File: config.mk
export PLATFORM = sky130hd
export DESIGN_NAME = gmii_udp_rx
export DESIGN_NICKNAME = d
export VERILOG_FILES = /design/src/rtl/gmii_udp_rx.sv
export SDC_FILE = /design/constraint.sdc
export NUM_CORES = 1
export LEC_CHECK = 0
export BUFFER_PORTS_ARGS = -buffer_cell sky130_fd_sc_hd__buf_2
export CELL_PAD_IN_SITES_DETAIL_PLACEMENT = 1
export CELL_PAD_IN_SITES_GLOBAL_PLACEMENT = 2
export CORE_MARGIN = 2
export CORE_UTILIZATION = 36
export CTS_CLUSTER_DIAMETER = 200
export CTS_CLUSTER_SIZE = 30
export DETAILED_ROUTE_END_ITERATION = 10
export PLACE_DENSITY_LB_ADDON = 0.1
export REMOVE_ABC_BUFFERS = 1
export SYNTH_ARGS = -nofsm -noshare
export SYNTH_HDL_FRONTEND = slang
export SYNTH_SLANG_ARGS = --single-unit
File: constraint.sdc
create_clock -name RX_CLK -period 4.25 [get_ports RX_CLK]
set_clock_uncertainty 0.2 [all_clocks]
set_input_delay 0 -clock RX_CLK [delete_from_list [all_inputs] [get_ports RX_CLK]]
set_output_delay 0 -clock RX_CLK [all_outputs]
set_load 0.02 [all_outputs]
File: src/rtl/gmii_udp_rx.sv
// gmii_udp_rx: GMII receive parser. Filters Ethernet/IPv4/UDP frames by MAC, IP and
// port, and streams the matching UDP payload into the RX packet SRAM from address 0.
module gmii_udp_rx #(
  parameter logic [47:0] MAC_ADDR = 48'h02_00_00_00_00_01,
  parameter logic [31:0] IP_ADDR  = 32'hC0A8_000A,
  parameter logic [15:0] UDP_PORT = 16'd1234,
  parameter int          ADDR_W   = 10
) (
  input  logic              RX_CLK,
  input  logic              rst,
  input  logic              RX_DV,
  input  logic [7:0]        RXD,
  input  logic              RX_ER,
  output logic              rx_udp_data_vb,
  output logic [7:0]        rx_udp_data,
  output logic [ADDR_W-1:0] rx_addr,
  output logic              wmask0,
  output logic [15:0]       rx_udp_len,
  output logic              rx_irq,
  output logic [7:0]        rx_drop_cnt
);

  typedef enum logic [2:0] {
    IDLE,
    PREAMBLE,
    ETH_HDR,
    IP_HDR,
    UDP_HDR,
    PAYLOAD,
    DROP
  } state_t;

  localparam int          CNT_W       = ADDR_W + 1;
  localparam logic [15:0] MAX_UDP_LEN = 16'(8 + (1 << ADDR_W));

  state_t           state_reg;
  logic [4:0]       byte_cnt_reg;
  logic             uni_ok_reg;
  logic             bcast_ok_reg;
  logic             armed_reg;
  logic [7:0]       len_hi_reg;
  logic [CNT_W-1:0] pay_len_reg;
  logic [CNT_W-1:0] pay_cnt_reg;
  logic             done_pend_reg;

  logic [7:0]  mac_bytes [0:7];
  logic [7:0]  ip_bytes  [0:3];
  logic        hdr_fail;
  logic        uni_ok_next;
  logic        bcast_ok_next;
  logic [15:0] udp_len;

  genvar gi;
  generate
    for (gi = 0; gi < 8; gi++) begin : g_mac
      if (gi < 6) begin : g_byte
        assign mac_bytes[gi] = MAC_ADDR[47-8*gi -: 8];
      end else begin : g_pad
        assign mac_bytes[gi] = 8'h00;
      end
    end
    for (gi = 0; gi < 4; gi++) begin : g_ip
      assign ip_bytes[gi] = IP_ADDR[31-8*gi -: 8];
    end
  endgenerate

  assign udp_len = {len_hi_reg, RXD};

  // Per-byte header checks; unicast and broadcast MAC matches are tracked in parallel
  // so a frame fails on the first byte that rules out both.
  always_comb begin
    hdr_fail      = 1'b0;
    uni_ok_next   = uni_ok_reg;
    bcast_ok_next = bcast_ok_reg;
    case (state_reg)
      PREAMBLE: hdr_fail = (RXD != 8'h55) && (RXD != 8'hD5);
      ETH_HDR: begin
        if (byte_cnt_reg < 5'd6) begin
          uni_ok_next   = uni_ok_reg && (RXD == mac_bytes[byte_cnt_reg[2:0]]);
          bcast_ok_next = bcast_ok_reg && (RXD == 8'hFF);
          hdr_fail      = !uni_ok_next && !bcast_ok_next;
        end else if (byte_cnt_reg == 5'd12) begin
          hdr_fail = (RXD != 8'h08);
        end else if (byte_cnt_reg == 5'd13) begin
          hdr_fail = (RXD != 8'h00);
        end
      end
      IP_HDR: begin
        if (byte_cnt_reg == 5'd0) begin
          hdr_fail = (RXD != 8'h45);
        end else if (byte_cnt_reg == 5'd9) begin
          hdr_fail = (RXD != 8'h11);
        end else if (byte_cnt_reg >= 5'd16) begin
          hdr_fail = (RXD != ip_bytes[byte_cnt_reg[1:0]]);
        end
      end
      UDP_HDR: begin
        if (byte_cnt_reg == 5'd2) begin
          hdr_fail = (RXD != UDP_PORT[15:8]);
        end else if (byte_cnt_reg == 5'd3) begin
          hdr_fail = (RXD != UDP_PORT[7:0]);
        end else if (byte_cnt_reg == 5'd5) begin
          hdr_fail = (udp_len < 16'd8) || (udp_len > MAX_UDP_LEN);
        end
      end
      default: ;
    endcase
  end

  always_ff @(posedge RX_CLK or posedge rst) begin
    if (rst) begin
      state_reg      <= IDLE;
      byte_cnt_reg   <= '0;
      uni_ok_reg     <= 1'b0;
      bcast_ok_reg   <= 1'b0;
      armed_reg      <= 1'b0;
      len_hi_reg     <= '0;
      pay_len_reg    <= '0;
      pay_cnt_reg    <= '0;
      done_pend_reg  <= 1'b0;
      rx_udp_data_vb <= 1'b1;
      rx_udp_data    <= '0;
      rx_addr        <= '0;
      wmask0         <= 1'b0;
      rx_udp_len     <= '0;
      rx_irq         <= 1'b0;
      rx_drop_cnt    <= '0;
    end else begin
      rx_udp_data_vb <= 1'b1;
      wmask0         <= 1'b0;
      rx_irq         <= done_pend_reg;
      done_pend_reg  <= 1'b0;
      if (done_pend_reg) begin
        rx_udp_len <= 16'(pay_len_reg);
      end
      // After reset, a frame already in flight must not be taken as a new start.
      if (!RX_DV) begin
        armed_reg <= 1'b1;
      end

      case (state_reg)
        IDLE: begin
          if (RX_DV) begin
            state_reg <= (armed_reg && RXD == 8'h55) ? PREAMBLE : DROP;
          end
        end
        DROP: begin
          if (!RX_DV) begin
            state_reg <= IDLE;
          end
        end
        default: begin
          if (!RX_DV || RX_ER || hdr_fail) begin
            rx_drop_cnt <= (rx_drop_cnt == 8'hFF) ? rx_drop_cnt : rx_drop_cnt + 8'd1;
            state_reg   <= RX_DV ? DROP : IDLE;
          end else begin
            case (state_reg)
              PREAMBLE: begin
                if (RXD == 8'hD5) begin
                  state_reg    <= ETH_HDR;
                  byte_cnt_reg <= '0;
                  uni_ok_reg   <= 1'b1;
                  bcast_ok_reg <= 1'b1;
                end
              end
              ETH_HDR: begin
                uni_ok_reg   <= uni_ok_next;
                bcast_ok_reg <= bcast_ok_next;
                if (byte_cnt_reg == 5'd13) begin
                  state_reg    <= IP_HDR;
                  byte_cnt_reg <= '0;
                end else begin
                  byte_cnt_reg <= byte_cnt_reg + 5'd1;
                end
              end
              IP_HDR: begin
                if (byte_cnt_reg == 5'd19) begin
                  state_reg    <= UDP_HDR;
                  byte_cnt_reg <= '0;
                end else begin
                  byte_cnt_reg <= byte_cnt_reg + 5'd1;
                end
              end
              UDP_HDR: begin
                byte_cnt_reg <= byte_cnt_reg + 5'd1;
                if (byte_cnt_reg == 5'd4) begin
                  len_hi_reg <= RXD;
                end
                if (byte_cnt_reg == 5'd5) begin
                  pay_len_reg <= CNT_W'(udp_len - 16'd8);
                end
                if (byte_cnt_reg == 5'd7) begin
                  pay_cnt_reg <= '0;
                  if (pay_len_reg == '0) begin
                    done_pend_reg <= 1'b1;
                    state_reg     <= DROP;
                  end else begin
                    state_reg <= PAYLOAD;
                  end
                end
              end
              PAYLOAD: begin
                rx_udp_data_vb <= 1'b0;
                wmask0         <= 1'b1;
                rx_udp_data    <= RXD;
                rx_addr        <= pay_cnt_reg[ADDR_W-1:0];
                pay_cnt_reg    <= pay_cnt_reg + CNT_W'(1);
                // Trailing padding and FCS are sunk in DROP without counting.
                if (pay_cnt_reg == pay_len_reg - CNT_W'(1)) begin
                  done_pend_reg <= 1'b1;
                  state_reg     <= DROP;
                end
              end
              default: state_reg <= DROP;
            endcase
          end
        end
      endcase
    end
  end

endmodule

==> results.sh <==
export IMPL_status="finished clean"
export IMPL_async_reset_ff_frac=1.00
export IMPL_ios=57
export IMPL_n_fill_cell=1486
export IMPL_yosysTopAreaCell="dfrtp_1"
export IMPL_yosys_cell_types_count=73
export IMPL_place_congestion=0.836
export IMPL_slew_viol_final=0
export IMPL_clk_path_buf_depth=2
export IMPL_finalHoldViolations=0
export IMPL_final_layout_size_suffix_gt1_frac=0.199
export IMPL_yosysMostFrequentCell="dfrtp_1"
export IMPL_io_buffers=51
export IMPL_synthToLayoutAreaGrowth_pct=15.5
export IMPL_p_per_area_nw_per_um2=578
export IMPL_drt_pre_antenna_iters=7
export IMPL_hp_class="input pin to async pin"
export IMPL_grtUsageTotal=0.195
export IMPL_synthTopCellsByCount="81 x dfrtp_1, 79 x nand2_1, 43 x nor2_1"
export IMPL_grt_overflow_total=0
export IMPL_regArea_um2=2050
export IMPL_crit_path_start_kind="flip-flop"
export IMPL_synth_area_um2=4680
export IMPL_initial_core_util=0.369
export IMPL_cts_resized=0
export IMPL_die_area_um2=13900
export IMPL_critical_path_arrival_ns=3.55
export IMPL_synth_top_area_share=0.433
export IMPL_critPathLaunch="byte_cnt_reg[0]"
export IMPL_grt_pass1_wl_mm=21.5
export IMPL_tightest_slew_ns=0.912
export IMPL_cts_num_sinks=82
export IMPL_synth_warnings=0
export IMPL_numCtsBuffers=9
export IMPL_cts_root_buffer_cell="clkbuf_16"
export IMPL_die_y_um=118
export IMPL_vdd_ir_drop_max_uv=290
export IMPL_period_needed_ns=3.49
export IMPL_synth_edf_count=0
export IMPL_fin_setup_tns_ns=0
export IMPL_rsz0062_at_grt="false"
export IMPL_slew_headroom=0.390
export IMPL_setup_viol=0
export IMPL_vias=3876
export IMPL_routed_wirelength_mm=13.1
export IMPL_maxCapViolCount=0
export IMPL_multi_input_comb_area_um2=2390
export IMPL_drc=0
export IMPL_dp_hpwl_mm=9.47
export IMPL_antenna_found_initial=0
export IMPL_crit_fanout=11
export IMPL_ant_nets=0
export IMPL_synthFlopType="dfrtp_1"
export IMPL_via_per_inst=5.31
export IMPL_cts_tree="built"
export IMPL_grt_max_degree=50
export IMPL_required_ns=4.31
export IMPL_ys_seq_elements=82
export IMPL_die_width_um=118
export IMPL_synth_cells=507
export IMPL_leakage_nw=2.52
export IMPL_first_global_vias=3987
export IMPL_clk_pin_slew_worst_paths_ns=0.06
export IMPL_htreeDepth=3
export IMPL_drtIter0Drc=130
export IMPL_r2r_start="byte_cnt_reg[0]"
export IMPL_core_area_um2=12700
export IMPL_endpoint_kind="flip-flop"
export IMPL_drt_wirelength_per_cell_um=18.0
export IMPL_fmax_mhz=286
export IMPL_insertion_delay_ns=0.35
export IMPL_critPathKind="flip-flop to flip-flop"
export IMPL_seq_area_frac_synth=0.439
export IMPL_diodes=0
export IMPL_row_count=41
export IMPL_finalCritPeriodShare=0.822
export IMPL_syn_area_per_cell_um2=9.23
export IMPL_nets=574
export IMPL_fin_util=0.427
export IMPL_synthTopCellsByArea="dfrtp_1 43%, nand2_1 6.3%, mux2_2 5.5%"
-- per-stage QoR --
| step | hold slack, ns | cell area [um^2] | std cells | worst slack (ns) | power, mW |
|---|---|---|---|---|---|
| after floorplan | -0.132 | 4520 | 475 | 0.987 | 2.02 |
| after global placement | -0.0929 | 5030 | 704 | 0.882 | 2.38 |
| after detailed placement | -0.0881 | 5030 | 704 | 0.797 | 2.41 |
| after CTS | 0.0924 | 5410 | 730 | 0.752 | 3.17 |
| after global routing | 0.125 | 5410 | 730 | 0.580 | 3.35 |
| final | 0.0624 | 5410 | 730 | 0.756 | 3.13 |
-- cells in the final DEF, fill, tap and decap left out, types with 3 or more instances in the layout --
cell / count
a31oi_1: 4
o21ai_0: 25
xnor2_1: 20
dfrtp_1: 81
clkinvlp_4: 4
or3_1: 4
nor3_1: 11
clkbuf_16: 9
nand2_1: 79
inv_1: 17
xor2_1: 14
ha_1: 9
mux2i_1: 5
and3_1: 7
and3b_1: 3
and2_1: 3
nand3_1: 17
nand4_1: 12
a211o_1: 3
buf_4: 6
dlygate4sd3_1: 10
mux2_2: 23
o41ai_1: 3
o31ai_1: 6
conb_1: 5
nor4_1: 7
buf_2: 51
nor2_1: 43
a21oi_1: 17
or4_1: 4
-- where the power goes --
group | internal (mW) | total (mW) | switching, mW
clock | 0.396 | 0.727 | 0.332
combinational | 0.490 | 1.17 | 0.682
sequential | 0.971 | 1.23 | 0.255
total | 1.86 | 3.13 | 1.27
-- worst max-delay path: stages, from the launching register on --
cell and delay, ns:
dfrtp_1 0.47, inv_1 0.10, ha_1 0.30, nor2b_1 0.19
a211o_1 0.28, a21oi_1 0.15, o2111ai_1 0.25, a31oi_4 0.30
o21ai_2 0.23, or3_1 0.53, nand2b_4 0.20, o31ai_2 0.20
-- worst paths after layout --
kind	end	cells after the start	slack (ns)
worst max-delay path	byte_cnt_reg[3]	11	0.76
worst min-delay path	byte_cnt_reg[1]	3	0.06
max in group asynchronous	rx_addr[7]	4	2.74
worst min register to register	rx_addr[5]	2	0.27
min in group RX_CLK	done_pend_reg	7	0.23
worst max register to register	byte_cnt_reg[3]	11	0.76
-- cells by family after synthesis --
kind of cell	synth area share
AO/OA/AOI/OAI	0.130
multiplexers	0.0685
other	0.000802
XOR/XNOR	0.0637
adder cells (fa/ha/maj)	0.0241
flip-flops	0.439
AND/OR/NAND/NOR	0.221
buffers and inverters	0.0532
-- what timing repair did --
action / 4_1_cts / 5_1_grt
setup buffers: 0 / 0
endpoints found under the setup margin: 0 / 0
hold buffers: 10 / 0
hold endpoints to repair: 54 / 0
-- area by class of cell --
class                   count  area share
multi-input cells         374       0.442
repair buffers             67      0.0741
clock buffers              10      0.0424
clock inverters             6     0.00810
flip-flops and latches     82       0.380
inverters                  19      0.0134
well taps                 172      0.0398
-- per-layer routing --
| metal | global-route usage | vias up | share of wire |
|---|---|---|---|
| li1 | - | 1865 | - |
| met1 | 0.253 | 1933 | 0.46 |
| met2 | 0.327 | 55 | 0.49 |
| met3 | 0.0334 | 23 | 0.024 |
| met4 | 0.0693 | 0 | 0.022 |
| met5 | 0 | - | 0 |
No activity file was read; power rests on OpenSTA's default activity.
